$ cat src/rtl/addsub_pkg.sv
// Shared op codes, FSM state encoding and default width for the add/sub accumulator.
package addsub_pkg;

    localparam int unsigned ADDSUB_WIDTH = 8;

    localparam logic [1:0] OP_LOAD = 2'b00;
    localparam logic [1:0] OP_ADD  = 2'b01;
    localparam logic [1:0] OP_SUB  = 2'b10;
    localparam logic [1:0] OP_CLR  = 2'b11;

    typedef enum logic [1:0] {
        ST_IDLE = 2'b00,
        ST_EXEC = 2'b01,
        ST_HOLD = 2'b10
    } state_t;

endpackage

$ cat src/rtl/addsub_core.sv
// WIDTH-generic combinational add/sub; carry_out reports borrow when sub=1.
module addsub_core
    import addsub_pkg::*;
#(
    parameter int unsigned WIDTH = ADDSUB_WIDTH
) (
    input  logic [WIDTH-1:0] a,
    input  logic [WIDTH-1:0] b,
    input  logic             sub,
    output logic [WIDTH-1:0] sum,
    output logic             carry_out,
    output logic             ovf
);

    logic [WIDTH-1:0] b_eff;
    logic             carry_raw;

    // Subtraction is a + ~b + 1; overflow when effective operand signs match but result sign differs.
    assign b_eff              = sub ? ~b : b;
    assign {carry_raw, sum}   = {1'b0, a} + {1'b0, b_eff} + (WIDTH+1)'(sub);
    assign carry_out          = sub ? ~carry_raw : carry_raw;
    assign ovf                = (a[WIDTH-1] == b_eff[WIDTH-1]) && (sum[WIDTH-1] != a[WIDTH-1]);

endmodule

$ cat src/rtl/addsub_accumulator.sv
// Handshaked accumulator around addsub_core. Define ADDSUB_ACC_SAT_EN to saturate
// ADD/SUB results on signed overflow instead of wrapping.
module addsub_accumulator
    import addsub_pkg::*;
#(
    parameter int unsigned WIDTH = ADDSUB_WIDTH
) (
    input  logic             clk,
    input  logic             reset,
    input  logic             in_valid,
    output logic             in_ready,
    input  logic [1:0]       in_op,
    input  logic [WIDTH-1:0] in_data,
    output logic             out_valid,
    input  logic             out_ready,
    output logic [WIDTH-1:0] out_acc,
    output logic             out_carry,
    output logic             out_ovf,
    output logic             out_zero,
    output logic             out_neg
);

    state_t           state_q, state_d;
    logic [1:0]       op_q, op_d;
    logic [WIDTH-1:0] data_q, data_d;
    logic [WIDTH-1:0] acc_q, acc_d;
    logic             carry_q, carry_d;
    logic             ovf_q, ovf_d;
    logic             zero_q, zero_d;
    logic             neg_q, neg_d;
    logic             valid_q, valid_d;

    logic [WIDTH-1:0] core_sum;
    logic             core_carry;
    logic             core_ovf;
    logic [WIDTH-1:0] res;
    logic             res_c;
    logic             res_v;

    addsub_core #(.WIDTH(WIDTH)) u_core (
        .a         (acc_q),
        .b         (data_q),
        .sub       (op_q == OP_SUB),
        .sum       (core_sum),
        .carry_out (core_carry),
        .ovf       (core_ovf)
    );

    // Result selection for the latched op.
    always_comb begin
        res   = '0;
        res_c = 1'b0;
        res_v = 1'b0;
        case (op_q)
            OP_LOAD: res = data_q;
            OP_ADD, OP_SUB: begin
                res   = core_sum;
                res_c = core_carry;
                res_v = core_ovf;
`ifdef ADDSUB_ACC_SAT_EN
                // On overflow the true result carries the accumulator's sign.
                if (core_ovf) begin
                    res = acc_q[WIDTH-1] ? {1'b1, {(WIDTH-1){1'b0}}}
                                         : {1'b0, {(WIDTH-1){1'b1}}};
                end
`endif
            end
            default: res = '0;
        endcase
    end

    always_comb begin
        state_d  = state_q;
        op_d     = op_q;
        data_d   = data_q;
        acc_d    = acc_q;
        carry_d  = carry_q;
        ovf_d    = ovf_q;
        zero_d   = zero_q;
        neg_d    = neg_q;
        valid_d  = valid_q;
        in_ready = 1'b0;
        case (state_q)
            ST_IDLE: begin
                in_ready = 1'b1;
                if (in_valid) begin
                    op_d    = in_op;
                    data_d  = in_data;
                    state_d = ST_EXEC;
                end
            end
            ST_EXEC: begin
                acc_d   = res;
                carry_d = res_c;
                ovf_d   = res_v;
                zero_d  = (res == '0);
                neg_d   = res[WIDTH-1];
                valid_d = 1'b1;
                state_d = ST_HOLD;
            end
            ST_HOLD: begin
                in_ready = out_ready;
                if (out_ready) begin
                    valid_d = 1'b0;
                    if (in_valid) begin
                        op_d    = in_op;
                        data_d  = in_data;
                        state_d = ST_EXEC;
                    end else begin
                        state_d = ST_IDLE;
                    end
                end
            end
            default: state_d = ST_IDLE;
        endcase
    end

    always_ff @(posedge clk) begin
        if (reset) begin
            state_q <= ST_IDLE;
            op_q    <= OP_LOAD;
            data_q  <= '0;
            acc_q   <= '0;
            carry_q <= 1'b0;
            ovf_q   <= 1'b0;
            zero_q  <= 1'b1;
            neg_q   <= 1'b0;
            valid_q <= 1'b0;
        end else begin
            state_q <= state_d;
            op_q    <= op_d;
            data_q  <= data_d;
            acc_q   <= acc_d;
            carry_q <= carry_d;
            ovf_q   <= ovf_d;
            zero_q  <= zero_d;
            neg_q   <= neg_d;
            valid_q <= valid_d;
        end
    end

    assign out_valid = valid_q;
    assign out_acc   = acc_q;
    assign out_carry = carry_q;
    assign out_ovf   = ovf_q;
    assign out_zero  = zero_q;
    assign out_neg   = neg_q;

endmodule

$ cat config.mk
export PLATFORM = sky130hd
export DESIGN_NAME = addsub_accumulator
export DESIGN_NICKNAME = d
export VERILOG_FILES = /design/src/rtl/addsub_pkg.sv /design/src/rtl/addsub_core.sv /design/src/rtl/addsub_accumulator.sv
export SDC_FILE = /design/constraint.sdc
export NUM_CORES = 1
export LEC_CHECK = 0
export CAP_MARGIN = 20
export CORE_UTILIZATION = 45
export DETAILED_ROUTE_END_ITERATION = 8
export PLACE_DENSITY = 0.71
export REMOVE_ABC_BUFFERS = 1
export SLEW_MARGIN = 15
export SYNTH_ARGS = -nofsm -noshare
export SYNTH_HDL_FRONTEND = slang
export SYNTH_SLANG_ARGS = --single-unit
export TNS_END_PERCENT = 1
$ cat constraint.sdc
create_clock -name clk -period 5.8 [get_ports clk]
set_input_delay 1.16 -clock clk [delete_from_list [all_inputs] [get_ports clk]]
set_output_delay 1.16 -clock clk [all_outputs]
set_load 0.005 [all_outputs]
== After elaboration in Yosys (flattened, before gate mapping) ==
Index checks and enable logic that the tools add are counted.

* Bits in registers: 25
* Bits in latches: 0
* Bits in writable memories: 0
* Bits in read-only memories: 0
* Output and inout port bits: 14
* Logic and storage cells: 49
* Memories kept: 0

* Add/subtract/negate cells: 2
* $mul: 0
* Divide/modulo/power cells: 0
* Order comparisons: 0
* Equality and inequality tests: 8
* Shifts and indexed selects: 0
* Multiplexer cells: 18
* Bitwise logic cells: 2
* Reductions and logical operators: 10

{| class="wikitable"
|+ Operators with widths
! cell !! number
|-
| $pmux W8 S2 || 2
|-
| $mux W8 || 3
|-
| $add A8 B8 Y9 || 1
|-
| $add A9 B1 Y9 || 1
|-
| $logic_not A8 Y1 || 1
|-
| $mux W2 || 4
|-
| $not A8 Y8 || 1
|-
| $pmux W2 S3 || 1
|-
| $reduce_and A2 Y1 || 3
|-
| $mux W1 || 5
|-
| $eq A2 B1 Y1 const B || 2
|-
| $eq A2 B2 Y1 const B || 2
|-
| $logic_not A2 Y1 || 2
|-
| $ne A2 B2 Y1 const B || 2
|-
| $pmux W1 S2 || 2
|-
| $pmux W2 S2 || 1
|-
| $reduce_bool A2 Y1 || 2
|-
| $reduce_or A2 Y1 || 1
|-
| $eq A1 B1 Y1 || 1
|-
| $logic_and A1 B1 Y1 || 1
|-
| $ne A1 B1 Y1 || 1
|-
| $not A1 Y1 || 1
|}

== Longest topological paths before layout ==
* Depth after elaboration: 7
* Mapped depth: 12

== Hierarchy ==
A second synthesis with hierarchy kept.

* Cell total of the unflattened synthesis: 184
* Area, all modules: 1,572.8 um^2

{| class="wikitable"
|+ By module, submodules not included
! module !! instances !! cells each !! area an instance (um^2) !! seq. area each (um^2)
|-
| addsub_accumulator || 1 || 125 || 1,127.3 || 480.5
|-
| addsub_core || 1 || 59 || 445.4 || 0.0
|}

== Worst setup path after synthesis ==
Ideal clock, no wire load.

* Path type: input -> output
* Start: in out_ready
* End: out in_ready
* Data arrival time: 1,388 ps
* Path slack: 3,252 ps
* Stages on the path: 2
* Cells stage by stage: inv_1 a21oi_1

* Longest elaborated chain between the ends: 1

{| class="wikitable"
|+ RTL lines
! element !! line !! RTL
|-
| start, declared || addsub_accumulator.sv:15 || <nowiki>input logic out_ready,</nowiki>
|-
| $pmux W1 S2 || addsub_accumulator.sv:83 || <nowiki>case (state_q)</nowiki>
|-
| end, declared || addsub_accumulator.sv:11 || <nowiki>output logic in_ready,</nowiki>
|}

No other way between the ends.

== Worst setup path after layout ==
Ends and elaborated chain as after synthesis.

==> results_dict.tcl <==
set metrics [dict create \
    htreeDepth 1 \
    max_slew_margin_pct 46.1 \
    synthArstFlopShare_pct 0 \
    synth-edff-count 0 \
    track_usage_pct 21.4 \
    status "finished clean" \
    grt_pass1_wl_um 5850 \
    wl_per_cell_um 14.4 \
    die_area_um2 3670 \
    synthDominantCellAreaShare_pct 31.1 \
    rows 20 \
    vias 1389 \
    cts.sinks 24 \
    grt_pass1_vias 1306 \
    fillers 307 \
    yosys_warnings 0 \
    synth.avg_cell_area_um2 8.62 \
    required_ns 4.64 \
    synth.most_common_cell "dfxtp_1" \
    path_clk_slew_ns 0.12 \
    period_needed_ns 3.63 \
    root_buffer "clkbuf_4" \
    routed_wl_um 3520 \
    drtPass1Iterations 4 \
    grt_overflow_total 0 \
    port_buffers 27 \
    timing.max_cap.violations 0 \
    power.density_nw_per_um2 204 \
    cp.arrival_ns 2.47 \
    start_util_pct 48.9 \
    finalSetupViolCount 0 \
    tightest_slew_ns 0.806 \
    seq_area_frac_synth_pct 31.1 \
    synth_commonest_cells "24 x dfxtp_1, 17 x nor2_1, 14 x a21oi_1" \
    startpoint "out_ready" \
    final_max_slew_viol_count 0 \
    synth_ff_type "dfxtp_1" \
    hold_viol 0 \
    ios 28 \
    dp.cells 242 \
    drive_above_1_share_pct 3.48 \
    antenna_found_initial 0 \
    fmax_ghz 0.276 \
    tns_ns 0 \
    drc_errors 0 \
    crit_path_end_kind "output pin" \
    netlist_area_um2 1540 \
    diodes 0 \
    finalNonFillerCells 245 \
    r2r_slack_ns 2.81 \
    hpwl_um 2630 \
    core_um2 3150 \
    cts_resized 0 \
    clk_latency_ns 0.31 \
    ys_seq_elements 24 \
    period_share_pct 62.5 \
    fin_nets 229 \
    synth_area_leaders "dfxtp_1 31%, ha_1 8.9%, mux2i_1 6.5%" \
    die_w_um 60.6 \
    timing.rr.start "op_q[0]$_SDFFE_PP0P_" \
    ys_types 47 \
    peakVddDrop_mv 0.114 \
    critPathCapture "in_ready" \
    total_power_uw 376 \
    cts.path.max_buffers 2 \
    startpoint_type "input port" \
    postCtsSetupBuffers 0 \
    grt_max_degree 22 \
    syn-instance-count 179 \
    cts_tree "yes" \
    ant_nets 0 \
    path_max_fanout 3 \
    critPathKind "input port to output pin" \
    hold_path_class "flip-flop to flip-flop" \
    routabilityCongestion 0.868 \
    cts_buffers 3 \
    drtIter0Drc 76 \
    r2r_end "out_neg$_SDFFE_PP0P_" \
    r2r_cells 10 \
    syn_to_final_growth_pct 19.8 \
    rsz0062_at_grt "no" \
    leakage_uw 0.000761 \
    dieHeight_um 60.6 \
    skew_ns 0.00323 \
    synth_area_leader_cell "dfxtp_1" \
    viasPerCell 5.67 \
    ctsHoldBuffers 0 \
]
-- worst max-delay path, stage by stage --
cell and delay [ns]:
clkdlybuf4s50_1 0.48, inv_1 0.06, a21oi_1 0.21, clkdlybuf4s50_1 0.56
-- sequential cells by signal, indices dropped and copies added, names as in the netlist --
signal / flops
data_q: 8
out_acc: 7
op_q: 2
state_q: 2
out_carry: 1
out_neg: 1
out_ovf: 1
out_valid: 1
out_zero: 1
-- metal layers --
| layer | global-route usage [%] | wire length (µm) | up-vias |
|---|---|---|---|
| met5 | 0 | 0 | - |
| met3 | 1.92 | 201 | 9 |
| met4 | 7.47 | 62 | 0 |
| li1 | - | - | 690 |
| met1 | 28.6 | 1600 | 637 |
| met2 | 36.3 | 1660 | 53 |
-- how the worst min path moves through the flow --
stage                            start  slack [ns]  cells past startpoint                      end
2_1_floorplan  out_acc[2]$_SDFFE_PP0P_        0.46                      2  out_acc[2]$_SDFFE_PP0P_
3_3_place_gp     out_zero$_SDFFE_PP1P_        0.46                      2    out_zero$_SDFFE_PP1P_
3_5_place_dp     out_zero$_SDFFE_PP1P_        0.47                      2    out_zero$_SDFFE_PP1P_
4_1_cts          out_zero$_SDFFE_PP1P_        0.50                      2    out_zero$_SDFFE_PP1P_
5_1_grt        out_acc[1]$_SDFFE_PP0P_        0.52                      2  out_acc[1]$_SDFFE_PP0P_
6_report         out_zero$_SDFFE_PP1P_        0.49                      2    out_zero$_SDFFE_PP1P_
-- stage by stage --
step	worst slack, ns	hold WS, ns	utilization, %	instance area, µm²
2_1_floorplan	3.25	0.463	-	1500
3_3_place_gp	2.25	0.461	57.9	1830
3_5_place_dp	2.17	0.469	57.9	1830
4_1_cts	2.17	0.500	58.6	1850
5_1_grt	2.12	0.523	58.6	1850
6_report	2.17	0.492	58.6	1850
-- kinds of logic after synthesis --
logic type | share of synthesized area [%]
muxes | 7.38
AOI/OAI and AO/OA | 19.5
xor gates and xnor gates | 5.11
and+or+nand+nor | 21.7
adders and majority gates | 10.2
buffers and inverters | 4.95
DFF | 31.1
-- cell usage in the layout, fill, tap and decap left out, drive strengths merged, types with 3 or more instances in the layout --
| cell | Yosys | routed |
|---|---|---|
| nand2 | 10 | 10 |
| a21oi | 14 | 14 |
| nand2b | 5 | 5 |
| ha | 11 | 11 |
| o2111ai | 3 | 3 |
| and3 | 3 | 3 |
| nor2 | 17 | 17 |
| mux2i | 11 | 11 |
| nand3 | 4 | 4 |
| o21a | 4 | 4 |
| dfxtp | 24 | 24 |
| nor3 | 4 | 4 |
| clkbuf | 5 | 3 |
| o21ai | 4 | 4 |
| xor2 | 8 | 8 |
| inv | 9 | 9 |
| clkdlybuf4s50 | 0 | 27 |
| nor2b | 6 | 6 |
| or3 | 4 | 4 |
-- power breakdown --
part	internal, µW	leakage [µW]	switching (µW)	total [µW]
Clock	24.3	0.0000138	49.0	73.3
Sequential	175	0.000197	10.1	185
Combinational	57.1	0.000550	61.1	118
Total	256	0.000761	120	376
-- cell type report --
cell class | instances | area, µm² | area share, %
repair buffers | 27 | 270 | 14.6
multi-input cells | 138 | 986 | 53.4
clock buffers | 3 | 22.5 | 1.22
flip-flops and latches | 24 | 480 | 26.0
inverters | 9 | 33.8 | 1.83
well taps | 44 | 55.1 | 2.98
(Power assumes the default switching activity.)
